File: config.mk
export PLATFORM = sky130hd
export DESIGN_NAME = cond_flag_unit
export DESIGN_NICKNAME = d
export VERILOG_FILES = /design/src/rtl/cond_flag_unit.sv
export SDC_FILE = /design/constraint.sdc
export NUM_CORES = 1
export LEC_CHECK = 0
export ABC_CLOCK_PERIOD_IN_PS = 1240
export CAP_MARGIN = 25
export CORE_ASPECT_RATIO = 1.4
export CORE_MARGIN = 2
export CORE_UTILIZATION = 55
export CTS_CLUSTER_SIZE = 30
export DETAILED_ROUTE_END_ITERATION = 8
export DONT_BUFFER_PORTS = 1
export HOLD_SLACK_MARGIN = 0.15
export PLACE_DENSITY = 0.7
export SYNTH_ARGS = -nofsm -noshare
export SYNTH_HDL_FRONTEND = slang
export SYNTH_SLANG_ARGS = --single-unit
File: constraint.sdc
create_clock -name clk -period 1.24 [get_ports clk]
set_clock_uncertainty 0.15 [all_clocks]
set_input_delay 0.248 -clock clk [delete_from_list [all_inputs] [get_ports clk]]
set_output_delay 0.248 -clock clk [all_outputs]
set_load 0.05 [all_outputs]
File: src/rtl/cond_flag_unit.sv
// Program status flag register and condition evaluator sitting behind the ALU.
// Captures N/Z/C/V on S-bit instructions, forwards them to same-cycle condition checks.
module cond_flag_unit #(
    parameter int          CNT_W       = 16,
    parameter logic [3:0]  RESET_FLAGS = 4'b0000
) (
    input  logic             clk,
    input  logic             rst_n,
    input  logic             alu_c,
    input  logic             alu_n,
    input  logic             alu_v,
    input  logic             alu_z,
    input  logic [3:0]       alu_op,
    input  logic             shifter_c,
    input  logic             s_bit,
    input  logic             stall,
    input  logic             flush,
    input  logic [3:0]       cond,
    input  logic             cond_req,
    output logic             cin_out,
    output logic [3:0]       flags_out,
    output logic             cond_valid,
    output logic             cond_true,
    output logic [CNT_W-1:0] fail_count
);

    typedef enum logic [3:0] {
        COND_EQ = 4'b0000, COND_NE = 4'b0001, COND_CS = 4'b0010, COND_CC = 4'b0011,
        COND_MI = 4'b0100, COND_PL = 4'b0101, COND_VS = 4'b0110, COND_VC = 4'b0111,
        COND_HI = 4'b1000, COND_LS = 4'b1001, COND_GE = 4'b1010, COND_LT = 4'b1011,
        COND_GT = 4'b1100, COND_LE = 4'b1101, COND_AL = 4'b1110, COND_NV = 4'b1111
    } cond_e;

    // Flag vector layout is {N, Z, C, V}.
    function automatic logic eval_cond(input logic [3:0] c, input logic [3:0] f);
        logic n, z, cy, v;
        logic res;
        {n, z, cy, v} = f;
        res = 1'b0;
        case (cond_e'(c))
            COND_EQ: res = z;
            COND_NE: res = ~z;
            COND_CS: res = cy;
            COND_CC: res = ~cy;
            COND_MI: res = n;
            COND_PL: res = ~n;
            COND_VS: res = v;
            COND_VC: res = ~v;
            COND_HI: res = cy & ~z;
            COND_LS: res = ~cy | z;
            COND_GE: res = (n == v);
            COND_LT: res = (n != v);
            COND_GT: res = ~z & (n == v);
            COND_LE: res = z | (n != v);
            COND_AL: res = 1'b1;
            default: res = 1'b0;
        endcase
        return res;
    endfunction

    // Two-stage synchroniser: reset asserts immediately, deasserts on a clock edge.
    logic [1:0] rst_sync_q, rst_sync_d;
    logic       rst_int_n;

    always_comb rst_sync_d = {rst_sync_q[0], 1'b1};

    always_ff @(posedge clk or negedge rst_n) begin
        if (!rst_n) rst_sync_q <= 2'b00;
        else        rst_sync_q <= rst_sync_d;
    end

    assign rst_int_n = rst_sync_q[1];

    logic [3:0]       flags_q, flags_d, flags_new;
    logic             cond_valid_q, cond_valid_d;
    logic             cond_true_q, cond_true_d;
    logic [CNT_W-1:0] fail_count_q, fail_count_d;
    logic             upd, accept, is_arith;

    // NOTE: every combinational output gets a default first so no path can infer a latch.
    always_comb begin
        upd       = s_bit & ~stall & ~flush;
        accept    = cond_req & ~stall & ~flush;
        is_arith  = ~alu_op[3] | (alu_op[3:1] == 3'b101);
        flags_new = is_arith ? {alu_n, alu_z, alu_c, alu_v}
                             : {alu_n, alu_z, shifter_c, flags_q[0]};
        flags_d   = upd ? flags_new : flags_q;

        cond_valid_d = cond_valid_q;
        cond_true_d  = cond_true_q;
        fail_count_d = fail_count_q;
        if (!stall) begin
            cond_valid_d = accept;
            // flags_d is the forwarded value, so ADDS followed by BEQ sees the new Z.
            if (accept) cond_true_d = eval_cond(cond, flags_d);
            if (cond_valid_q && !cond_true_q && (fail_count_q != {CNT_W{1'b1}}))
                fail_count_d = fail_count_q + 1'b1;
        end
    end

    // NOTE: sequential state uses non-blocking assignments so all flops sample together.
    always_ff @(posedge clk or negedge rst_int_n) begin
        if (!rst_int_n) begin
            flags_q      <= RESET_FLAGS;
            cond_valid_q <= 1'b0;
            cond_true_q  <= 1'b0;
            fail_count_q <= '0;
        end else begin
            flags_q      <= flags_d;
            cond_valid_q <= cond_valid_d;
            cond_true_q  <= cond_true_d;
            fail_count_q <= fail_count_d;
        end
    end

    // Carry comes from the register only, keeping ALU Cin free of combinational loops.
    assign cin_out    = flags_q[1];
    assign flags_out  = flags_q;
    assign cond_valid = cond_valid_q;
    assign cond_true  = cond_true_q;
    assign fail_count = fail_count_q;

endmodule

==> out/qor.csv, run 1 <==
metric;value;unit
rows;20;
syn_nets;139;
synth.yosys.seq_area_share;48.1;%
synth_top_area_share;48.1;%
yosysMostFrequentCell;dfrtp_1;
cts_buffers;3;
toolErrorMsg;[ERROR DPL-0038] Utilization greater than 100%, impossible to legalize;
globalplace.congestion;0.837;
initial_core_util;58.0;%
io_buffers;0;
synth_commonest_cells;dfrtp_1, nand2_1, nor2_1, xnor2_1, nand3_1;
grt_max_degree;23;
synth-edff-count;0;
synth_cell_type_count;38;
die_h;60.4;um
synth-seq-cells;24;
worstEndpointType;register input;
ctsLongestPathBuffers;2;
syn_inst;119;
placed_area;0.00163;mm2
lastStage;global routing (5_1_grt);
die_width;44.3;um
dp_hpwl;2150;um
cts_max_level;1;
io_pins;42;
synthFlopType;dfrtp_1;
async_flop_share;100;%
placedCellCount;185;
cts_sinks;24;
synth.area.top_cells;dfrtp_1, xnor2_1, nand2_1;
yosysTopAreaCell;dfrtp_1;
postSynthAreaPerCell;10.5;um2
grt-worst-endpoint;fail_count[9]$_DFFE_PN0P_/D;
yosysWarnings;0;
root_buffer;clkbuf_4;
status;stopped before the end;
syn_area;0.00125;mm2
==> repair_timing <==
action	4_1_cts
cloned	0
gates resized for setup	42
hold buffers	8
endpoints found under the setup margin	40
pin swaps	8
setup buffers	4
endpoints found under the hold margin	28
==> kinds of logic after synthesis <==
family	after synthesis	share of synthesized area (%)
XOR/XNOR	16	11.2
AO/OA/AOI/OAI	15	9.63
other	1	0.301
adder cells (fa/ha/maj)	1	1.00
AND/OR/NAND/NOR	47	20.8
multiplexers	7	6.12
buffers and inverters	8	2.81
flip-flops	24	48.1
==> through the flow <==
step / setup TNS [ns] / setup slack [ns] / hold WS [ns]
4_1_cts: -11.76 / -0.625 / 0.0404
3_5_place_dp: -10.75 / -0.763 / -0.198
3_3_place_gp: -10.12 / -0.681 / -0.198
2_1_floorplan: -12.50 / -0.827 / -0.198
==> run 2, diff against run 1 <==
- CORE_AREA: default -> 2 2 63 65
- CORE_ASPECT_RATIO: 1.4 -> default
- CORE_MARGIN: 2 -> default
- CORE_UTILIZATION: 55 -> default
- CTS_CLUSTER_SIZE: 30 -> default
- DIE_AREA: default -> 0 0 65 67
- HOLD_SLACK_MARGIN: 0.15 -> default
- PLACE_DENSITY: 0.7 -> default
- PLACE_DENSITY_LB_ADDON: default -> 0.15
==> run 2 against run 1 <==
Effect of this change: the flow now finishes, with violations (setup timing); synthesized cell count did not move; synthesized area did not move.
==> out/qor.csv, run 2 <==
metric;value;unit;change
status;complete, but fails checks;;
violations;setup timing;;
drv_cap;0;;
vias;1093;;
io_buffers;0;;unchanged
worstSetupStartpointType;register;;
yosysMostFrequentCell;dfrtp_1;;
cts_sinks;24;;unchanged
cts_tree;done;;
cts_max_level;1;;unchanged
coreArea;0.00361;mm2;
grt_pass1_vias;1121;;
setup_slack;-0.618;ns;
arrival;1.86;ns;
final_nets;194;;
antenna_found_initial;0;;
ant_nets;0;;
max_clock_freq;538;MHz;
synth_cell_type_count;38;;unchanged
post-place-ws;-0.747;ns;+0.0158 ns
grt_first_pass_wirelength;4950;um;
cpMaxStageDelayCell;dfrtp_2;;
synth-edff-count;0;;unchanged
fin_crit_sh;150;%;
path_buf_inv;1;;
rsz0062_at_grt;true;;
cp_slowest_stage_delay;0.41;ns;
cts_buffers;3;;unchanged
path_max_fanout;6;;
end_kind;register;;
wl_per_cell;13.9;um;
finalSetupViolCount;31;;
drc_errors;0;;
ctsLongestPathBuffers;2;;unchanged
firstDrtPassIters;4;;
synth_top_area_share;48.1;%;unchanged
irDropWorstVdd;0.494;mV;
final-max-slew-violation-count;0;;
power.leakage;0.929;nW;
critPathKind;reg2reg;;
seq_area;611;um2;
multi_input_area;746;um2;
worstPathRequired;1.25;ns;
synth.area.top_cells;dfrtp_1, xnor2_1, nand2_1;;
hold_viol;0;;
n_antenna_cell;0;;
postSynthAreaPerCell;10.5;um2;unchanged
wl;3080;um;
dieArea;0.00436;mm2;
yosysWarnings;0;;unchanged
switchingPower;0.00106;W;
layout_commonest_cell;buf_4;;
most-common-layout-cells;buf_4, buf_6, dfrtp_1, nand2_1;;
power_frac_comb;48.2;%;
drt_iter0_drc;61;;
crit_start;fail_count[7]$_DFFE_PN0P_;;
async_flop_share;100;%;unchanged
grt.overflow.total;0;;
syn_area;0.00125;mm2;unchanged
rows;22;;+10%
yosysTopAreaCell;dfrtp_1;;
vias_per_cell;4.95;;
nFillCells;302;;
crit_chain;and4_4, and3_4, nand4_4, nor2_4, or3_4, buf_4, xnor2_1;;
clkSlewWorstSetupHoldPaths;0.09;ns;
power.density;1430;mW/mm2;
clock_power_share;18.3;%;
synth-seq-cells;24;;unchanged
drive_gt1_share;52.6;%;
cp_top_family;simple AND/OR/NAND/NOR gates;;
hold_path.class;in2reg;;
crit_cells;7;;
synth.yosys.seq_area_share;48.1;%;unchanged
dp_hpwl;2060;um;-4.5%
seqPwrFrac;33.5;%;
ff2ff_setup_slack;-0.62;ns;
period_needed;1.86;ns;
globalplace.congestion;0.844;;+0.84%
rr_endpoint;fail_count[4]$_DFFE_PN0P_;;
die_h;67;um;+11%
track_usage;14.7;%;
initial_core_util;34.6;%;-23 points
r2r_cells;7;;
io_pins;42;;unchanged
synth_commonest_cells;dfrtp_1, nand2_1, nor2_1, xnor2_1, nand3_1;;
r2r-start;fail_count[7]$_DFFE_PN0P_;;
largest_register_ffs;16;;
setup.worst_path.end;fail_count[4]$_DFFE_PN0P_;;
root_buffer;clkbuf_8;;
area.growth.synth_to_final;63.8;%;
syn_inst;119;;unchanged
syn_nets;139;;unchanged
report.power.total;0.00291;W;
synthFlopType;dfrtp_1;;
insertion_delay;0.26;ns;
p_int;0.00185;W;
switching_share;36.5;%;
grt_max_degree;23;;
die_width;65;um;+47%
==> run 2: cell counts after synthesis <==
Identical to the previous run, type by type.
==> run 2: worst register-to-register path, delay by kind of cell, from the launching register on <==
| kind | cells | cell delay, ns |
|---|---|---|
| DFF | 1 | 0.41 |
| xor gates and xnor gates | 1 | 0.11 |
| buffers and inverters | 1 | 0.16 |
| and+or+nand+nor | 5 | 0.92 |
==> run 2: kinds of logic (layout without fill, tap and decap cells) <==
kind of cell | Yosys count | count (layout) | share of synthesized area, %
AO/OA/AOI/OAI | 15 | 15 | 9.63
XOR/XNOR | 16 | 16 | 11.2
adder cells (fa/ha/maj) | 1 | 1 | 1.00
buffers and inverters | 8 | 62 | 2.81
flip-flops | 24 | 24 | 48.1
multiplexers | 7 | 7 | 6.12
other | 1 | 1 | 0.301
AND/OR/NAND/NOR | 47 | 47 | 20.8
==> run 2: metrics by stage <==
step                      hold slack (ns)  instances  instance area, um2  util (%)  TNS, ns
after floorplan                    -0.198        119                1270         -   -12.50
after global placement             -0.198        208                1640      45.4   -10.02
after detailed placement           -0.198        208                1640      45.4   -10.55
final                             0.00965        221                2040      56.7   -10.40
after global routing               0.0108        221                2040      56.7   -12.34
after CTS                         0.00983        217                1900      52.7   -10.56
==> run 2: worst min path at each step <==
stage             from                      end  slack (ns)  cells past startpoint
2_1_floorplan    rst_n  rst_sync_q[0]$_DFF_PN0_       -0.20                      0
3_3_place_gp     rst_n  rst_sync_q[0]$_DFF_PN0_       -0.20                      0
3_5_place_dp     rst_n  rst_sync_q[0]$_DFF_PN0_       -0.20                      0
4_1_cts        cond[3]    cond_true$_DFFE_PN0P_        0.01                      2
5_1_grt        cond[3]    cond_true$_DFFE_PN0P_        0.01                      2
6_report       cond[3]    cond_true$_DFFE_PN0P_        0.01                      2
==> run 2: final cells by class <==
type                       instances  area share [%]
multi-input combinational         87            36.5
timing repair buffer              53            27.1
clock buffer                       4            2.69
sequential                        24            29.9
tap                               48            2.94
inverter                           5           0.919
==> run 2: repair_timing <==
action,4_1_cts,5_1_grt
hold buffers,2,0
setup endpoints to repair,39,40
buffers inserted,3,4
resized for setup,42,23
pin swaps,12,9
hold endpoints to repair,3,0
==> run 2: power by group through the flow <==
stage               registers [W]  logic, W  clock network, W
detailed placement       0.000964   0.00106                 0
global route             0.000986   0.00148          0.000591
global placement         0.000962   0.00106                 0
floorplan                 0.00136  0.000247                 0
finish                   0.000974   0.00140          0.000534
CTS                      0.000967   0.00128          0.000558
==> run 2: layer usage <==
metal | share of wire, % | track usage, %
met3 | 5.4 | 3.04
met1 | 40 | 18.0
met2 | 53 | 25.4
met4 | 0.71 | 5.59
met5 | 0 | 0
Note: power is estimated with default switching activity, not from simulation.
